==> config.mk <==
export PLATFORM = sky130hd
export DESIGN_NAME = mem_wb_stage
export DESIGN_NICKNAME = d
export VERILOG_FILES = /design/src/rtl/mem_wb_stage.sv
export SDC_FILE = /design/constraint.sdc
export NUM_CORES = 2
export LEC_CHECK = 0
export CAP_MARGIN = 40
export CORE_ASPECT_RATIO = 1.75
export CORE_MARGIN = 2
export CORE_UTILIZATION = 35
export CTS_CLUSTER_DIAMETER = 80
export DETAILED_ROUTE_END_ITERATION = 10
export PLACE_DENSITY_LB_ADDON = 0.05
export SLEW_MARGIN = 10
export SYNTH_ARGS = -nofsm -noshare
export SYNTH_HDL_FRONTEND = slang
export SYNTH_SLANG_ARGS = --single-unit
==> constraint.sdc <==
create_clock -name clk -period 4.1 [get_ports clk]
set_input_delay 0.41 -clock clk [delete_from_list [all_inputs] [get_ports clk]]
set_output_delay 0.41 -clock clk [all_outputs]
set_load 0.01 [all_outputs]
==> src/rtl/mem_wb_stage.sv <==
// Memory / write-back pipeline stage: data memory with a registered read,
// fault detection on LW/SW, register-file write-back and retire counters.
module mem_wb_stage #(
    parameter int RFW = 5,
    parameter int DMW = 6,
    parameter int DW  = 32,
    parameter int IW  = 32
) (
    input  logic           clk,
    input  logic           start,
    input  logic           in_valid,
    input  logic [IW-1:0]  in_inst,
    input  logic [DW-1:0]  in_alu,
    input  logic [DW-1:0]  in_store,
    output logic           wb_we,
    output logic [RFW-1:0] wb_addr,
    output logic [DW-1:0]  wb_data,
    output logic [IW-1:0]  out_inst,
    output logic           out_valid,
    output logic           err,
    output logic [15:0]    load_cnt,
    output logic [15:0]    store_cnt
);

    localparam logic [5:0] OP_LW  = 6'h23;
    localparam logic [5:0] OP_SW  = 6'h2B;
    localparam logic [5:0] OP_BEQ = 6'h04;
    localparam logic [5:0] OP_BNE = 6'h05;
    localparam logic [5:0] OP_J   = 6'h02;

    logic [5:0]     opcode;
    logic [4:0]     rd;
    logic [DMW-1:0] idx;
    logic           is_lw, is_sw, is_nop, no_wb_op;
    logic           addr_hi, fault, mem_we;

    logic [DW-1:0]  mem_q [2**DMW];

    logic           wb_we_q, wb_we_d;
    logic [RFW-1:0] wb_addr_q, wb_addr_d;
    logic [DW-1:0]  wb_data_q, wb_data_d;
    logic [IW-1:0]  out_inst_q, out_inst_d;
    logic           out_valid_q, out_valid_d;
    logic           err_q, err_d;
    logic [15:0]    load_cnt_q, load_cnt_d;
    logic [15:0]    store_cnt_q, store_cnt_d;

    assign opcode   = in_inst[31:26];
    assign rd       = in_inst[25:21];
    assign idx      = in_alu[DMW+1:2];
    assign is_lw    = (opcode == OP_LW);
    assign is_sw    = (opcode == OP_SW);
    assign is_nop   = (in_inst == '0);
    assign no_wb_op = is_sw || (opcode == OP_BEQ) || (opcode == OP_BNE) || (opcode == OP_J);
    assign addr_hi  = ((in_alu >> (DMW + 2)) != '0);
    assign fault    = (is_lw || is_sw) && ((in_alu[1:0] != 2'b00) || addr_hi);
    // start has priority: an SW in the reset cycle must not touch memory
    assign mem_we   = in_valid && is_sw && !fault && !start;

    always_comb begin
        wb_we_d     = in_valid && !no_wb_op && !is_nop && (rd != 5'd0) && !fault;
        wb_addr_d   = RFW'(rd);
        wb_data_d   = is_lw ? mem_q[idx] : in_alu;
        out_inst_d  = in_valid ? in_inst : '0;
        out_valid_d = in_valid;
        err_d       = err_q || (in_valid && fault);
        load_cnt_d  = load_cnt_q;
        store_cnt_d = store_cnt_q;
        if (in_valid && !fault && is_lw) begin
            load_cnt_d = load_cnt_q + 16'd1;
        end
        if (in_valid && !fault && is_sw) begin
            store_cnt_d = store_cnt_q + 16'd1;
        end
    end

    always_ff @(posedge clk) begin
        if (start) begin
            wb_we_q     <= 1'b0;
            wb_addr_q   <= '0;
            wb_data_q   <= '0;
            out_inst_q  <= '0;
            out_valid_q <= 1'b0;
            err_q       <= 1'b0;
            load_cnt_q  <= '0;
            store_cnt_q <= '0;
        end else begin
            wb_we_q     <= wb_we_d;
            wb_addr_q   <= wb_addr_d;
            wb_data_q   <= wb_data_d;
            out_inst_q  <= out_inst_d;
            out_valid_q <= out_valid_d;
            err_q       <= err_d;
            load_cnt_q  <= load_cnt_d;
            store_cnt_q <= store_cnt_d;
        end
    end

    // Memory contents deliberately survive reset.
    always_ff @(posedge clk) begin
        if (mem_we) begin
            mem_q[idx] <= in_store;
        end
    end

    assign wb_we     = wb_we_q;
    assign wb_addr   = wb_addr_q;
    assign wb_data   = wb_data_q;
    assign out_inst  = out_inst_q;
    assign out_valid = out_valid_q;
    assign err       = err_q;
    assign load_cnt  = load_cnt_q;
    assign store_cnt = store_cnt_q;

endmodule

==> Yosys cells after proc, flatten, opt, wreduce, memory -nomap -nowiden <==
Memory sizes are Yosys's and may differ from the RTL's.
Cells that the tools add are included.
{ "classes": {"add_sub_neg": 2, "n_reduce_logical": 27, "eq_ne": 5, "muxes": 3, "bitwise_logic": 1} }
{ "op_table": {"columns": ["operator", "n"], "rows": [
  ["16-bit by 1-bit adder with 16-bit output, second input constant", 2],
  ["32-bit zero test", 1],
  ["32-bit 2-to-1 mux", 1],
  ["32-bit nonzero test", 1],
  ["6-bit by 3-bit == test with 1-bit output, second input constant", 2],
  ["6-bit == test, second input constant", 2],
  ["1-bit logical AND", 12],
  ["6-bit by 2-bit == test with 1-bit output, second input constant", 1],
  ["1-bit logical OR", 6],
  ["5-bit nonzero test", 1],
  ["1-bit zero test", 4],
  ["1-bit 2-to-1 mux", 2],
  ["2-bit nonzero test", 1],
  ["2-bit OR reduction", 1],
  ["1-bit NOT", 1]
]} }
{ "totals": {"out_inout_bits": 104, "ff_bits": 104, "mem_bits_rw": 2048, "in_bits": 99, "elab_cells": 47, "memories": 1} }
{ "mem_list": {"columns": ["name", "words", "word_bits", "read_ports", "rd_ports_with_merged_regs", "write_ports", "line_no", "text"], "rows": [
  ["mem_q", 64, 32, 1, 0, 1, "37", "logic [DW-1:0] mem_q [2**DMW];"]
]} }

==> Logic depth before layout (Yosys ltp) <==
{ "depth": {"depth_word": 9, "depth_mapped": 11, "mapped_depth_nobuf": 6} }

==> Worst setup path before layout <==
OpenSTA, ideal clock, no wires.
{ "synth_path": {"path_type": "in2reg", "from": "input port in_alu[27]", "to": "memory mem_q[41][0], enable pin", "t_arrival_ns": 3.198, "stages": 6, "t_required_ns": 3.679, "path_buffers": 0, "setup_slack_ns": 0.481, "path_cell_list": "nor4_1 -> nand4_1 -> or2_2 -> nor4_4 -> nand2_1 -> nor2_1"} }
{ "synth_via": {"elab_chain_len": 8} }
{ "synth_lines": {"columns": ["item", "line_no", "text"], "rows": [
  ["from (decl)", "13", "input logic [DW-1:0] in_alu,"],
  ["32-bit nonzero test", "55", "assign addr_hi = ((in_alu >> (DMW + 2)) != '0);"],
  ["1-bit logical OR", "56", "assign fault = (is_lw || is_sw) && ((in_alu[1:0] != 2'b00) || addr_hi);"],
  ["1-bit logical AND", "56", null],
  ["1-bit zero test", "58", "assign mem_we = in_valid && is_sw && !fault && !start;"],
  ["1-bit logical AND (2 in series)", "58", null],
  ["1-bit 2-to-1 mux", "101", "if (mem_we) begin"],
  ["1-bit 2-to-1 mux (implied by the code)", "102", "mem_q[idx] <= in_store;"],
  ["to (decl)", "37", null]
]} }
Every way passes these cells.

==> Final worst setup path <==
{ "layout_path": {"from": "input port in_alu[4]", "to": "register wb_data_q[25], in the netlist wb_data[25]"} }
{ "layout_via": {"elab_chain_len": 2} }
{ "layout_lines": {"columns": ["item", "line_no", "text"], "rows": [
  ["memory read 64 x 32 bit", null, null],
  ["32-bit 2-to-1 mux", "63", "wb_data_d = is_lw ? mem_q[idx] : in_alu;"],
  ["to (signal assigned)", "90", "wb_data_q <= wb_data_d;"],
  ["to (decl)", "41", "logic [DW-1:0] wb_data_q, wb_data_d;"]
]} }
Every way passes these cells.
A chain may end at the register's enable or synchronous reset.

==> flow_metrics.env <==
export IMPL_die_x_um=371
export IMPL_synth_main_ff_cell="edfxtp_1"
export IMPL_post_cts_buffers=0
export IMPL_tritoncts="built"
export IMPL_dieArea_sq_um=239000
export IMPL_fillerInstances=21000
export IMPL_tns_ps=0
export IMPL_async_flop_share_pct=0
export IMPL_grt_pass1_vias=48300
export IMPL_clk_pin_slew_ps=60
export IMPL_avgSynthCellArea_sq_um=18.1
export IMPL_sw_frac_of_total_pct=23.2
export IMPL_drcViolationCount=0
export IMPL_ys_types=74
export IMPL_hold_class="primary input to flip-flop"
export IMPL_cp_start_kind="primary input"
export IMPL_outcome="finished clean"
export IMPL_ioPinCount=203
export IMPL_syn2layout_area_growth_pct=20.5
export IMPL_yosys_area_top_type_share_pct=74.7
export IMPL_drv_slew=0
export IMPL_antenna_found_initial=35
export IMPL_insertion_delay_ps=890
export IMPL_synth_edf_count=2048
export IMPL_grt_pass1_wl_um=441000
export IMPL_fin_crit_ps=2980
export IMPL_p_seq_share_pct=52.2
export IMPL_cts_htree_levels=4
export IMPL_grt_max_degree=65
export IMPL_grt_usage_pct=27.2
export IMPL_power_density_nw_per_um2=465
export IMPL_cts_buffers=207
export IMPL_syn_inst=4539
export IMPL_fp_dieH_um=645
export IMPL_rows=235
export IMPL_cp_arrival_ps=3670
export IMPL_synth_area_sq_um=82300
export IMPL_design_area_sq_um=99200
export IMPL_viasPerCell=5.75
export IMPL_final_nets=5276
export IMPL_synth_commonest_cells="2048 x edfxtp_1, 256 x nor2_1, 254 x mux2i_1, 199 x a221oi_1, 157 x mux4_2"
export IMPL_clkSinkCount=2152
export IMPL_yosysMostFrequentCell="edfxtp_1"
export IMPL_ys_ff_latch=2152
export IMPL_drive_above_1_share_pct=22.9
export IMPL_clock_fmax_mhz=335
export IMPL_coreArea_sq_um=234000
export IMPL_avgRoutedWirePerCell_um=39.1
export IMPL_dpl_hpwl_um=230000
export IMPL_yosysSeqAreaShare_pct=77.3
export IMPL_p_leak_nw=32.0
export IMPL_final_core_util_pct=42.4
export IMPL_grt_overflow_total=0
export IMPL_clkPwrFrac_pct=41.0
export IMPL_drv_cap=0
export IMPL_placed_cell_area_sq_um=92600
export IMPL_fin_crit_sh_pct=72.7
export IMPL_ir_drop_uv=284
export IMPL_clock_path_buffers=4
export IMPL_drtAntennaViolNets=0
export IMPL_endpoint_kind="flip-flop"
export IMPL_place_congestion=0.866
export IMPL_wl_um=329000
export IMPL_path_class="primary input to flip-flop"
export IMPL_firstDrtPassIters=6
export IMPL_setup_viol=0
export IMPL_reg2reg_slack_ps=1480
export IMPL_switchingPower_mw=10.7
export IMPL_fin_worst_skew_ps=31.3
export IMPL_required_ps=4790
export IMPL_portBuffers=202
export IMPL_initial_core_util_pct=35.2
export IMPL_grt_setup_unrepaired="false"
export IMPL_cts_root_buf="clkbuf_16"
export IMPL_hold_violations=0
export IMPL_yosysWarnings=0
export IMPL_synth_area_leaders="edfxtp_1 75%, mux4_2 4.3%, mux2i_1 3.1%"
export IMPL_syn_nets=4640
export IMPL_synth_top_cell_by_area="edfxtp_1"
export IMPL_crit_fanout=27
export IMPL_vias=48400
export IMPL_p_comb_share_pct=6.7
export IMPL_intPower_mw=35.4
export IMPL_dr_first_iter_drc_count=5354
export IMPL_tightestPinTransition_ps=912
export IMPL_relSlewSlack_pct=39.2
-- logic make-up (layout without fill, tap and decap cells) --
logic type,Yosys count,in the layout,synth area share [%]
buf+inv,311,1111,1.80
compound gates,926,926,8.23
simple gates,591,591,3.36
other cells,0,9,0
xor+xnor,24,24,0.255
flops,2152,2152,77.3
fa+ha+maj,2,2,0.0304
mux,533,533,9.06
-- power by group through the flow --
| stage | sequential, mW | combinational [mW] | clock (mW) |
|---|---|---|---|
| final | 24.1 | 3.10 | 18.9 |
| after global routing | 24.1 | 3.20 | 20.0 |
| after CTS | 24.1 | 3.13 | 19.3 |
| after detailed placement | 24.6 | 3.11 | 0 |
| after global placement | 24.6 | 3.07 | 0 |
| after floorplan | 24.6 | 1.09 | 0 |
-- flip-flops by register name, summed over array words and instances (netlist names), 5 cells and up --
register,flops
load_cnt,16
mem_q,2048
out_inst,32
store_cnt,16
wb_addr,5
wb_data,32
-- worst max-delay path: stages --
cell and delay [ps]:
buf_8 290, buf_12 310, and2_4 550, buf_4 320, a21oi_1 110, o221ai_1 490
a221oi_1 210, buf_4 200, a311oi_1 670
-- stage by stage --
stage | worst slack [ps] | total power, mW | std cells | hold WS (ps)
finish | 1120 | 46.1 | 8429 | 51.4
floorplan | 481 | 25.7 | 4539 | 509
global route | 1180 | 47.3 | 8421 | 36.0
detailed placement | 285 | 27.7 | 8032 | 498
global placement | 49.2 | 27.6 | 8012 | 480
CTS | 1240 | 46.5 | 8418 | 8.99
-- path summary, 6_finish.rpt --
kind                start           to  cells past startpoint
max reg2reg  mem_q[38][4]   wb_data[4]                      8
min reg2reg   load_cnt[8]  load_cnt[8]                      2
min           in_store[6]  mem_q[0][6]                      1
max             in_alu[4]  wb_data[25]                      9
-- layer usage --
metal	part of all wire [%]	track usage, %	vias up	wire length (um)
li1	-	-	19900	-
met1	38	33.1	26300	125000
met2	53	49.6	1824	175000
met3	5.6	3.60	401	18400
met4	3.4	8.54	10	11100
met5	0.019	0	-	62
-- timing repair --
item | CTS | global route
setup endpoints to repair | 0 | 0
hold endpoints to repair | 102 | 1
hold buffers | 13 | 1
gates resized for setup | 0 | 0
-- final cells by class --
| cell class | instances | area, sq um | share of cell area [%] |
|---|---|---|---|
| antenna | 9 | 22.5 | 0.0227 |
| clock buffer | 256 | 5520 | 5.56 |
| clock inverter | 117 | 913 | 0.921 |
| inverter | 14 | 62.6 | 0.0631 |
| multi-input combinational | 2076 | 17800 | 18.0 |
| sequential | 2152 | 63600 | 64.1 |
| tap | 3081 | 3850 | 3.89 |
| timing repair buffer | 724 | 7390 | 7.45 |
-- cells in the final DEF (no fill, tap or decap), drive strengths merged, types with 11 or more instances in the layout --
cell type	synthesis	layout
nor2b	12	12
mux2	122	122
o22ai	99	99
o22a	15	15
buf	201	544
mux4	157	157
a221oi	199	199
a31oi	16	16
mux2i	254	254
o21ai	121	121
nand2	138	138
dfxtp	104	104
bufinv	0	14
dlygate4sd3	0	14
a222oi	19	19
nand3	39	39
a22o	38	38
nor2	256	256
nor4	26	26
o2bb2ai	14	14
nor3	18	18
nand4	11	11
a221o	39	39
a21oi	129	129
clkbuf	95	256
clkdlybuf4s50	0	166
and3	14	14
a311oi	21	21
a22oi	117	117
inv	14	18
edfxtp	2048	2048
o31ai	13	13
clkinv	0	90
and2	38	38
xnor2	16	16
Power figures use the tool's default switching activity.
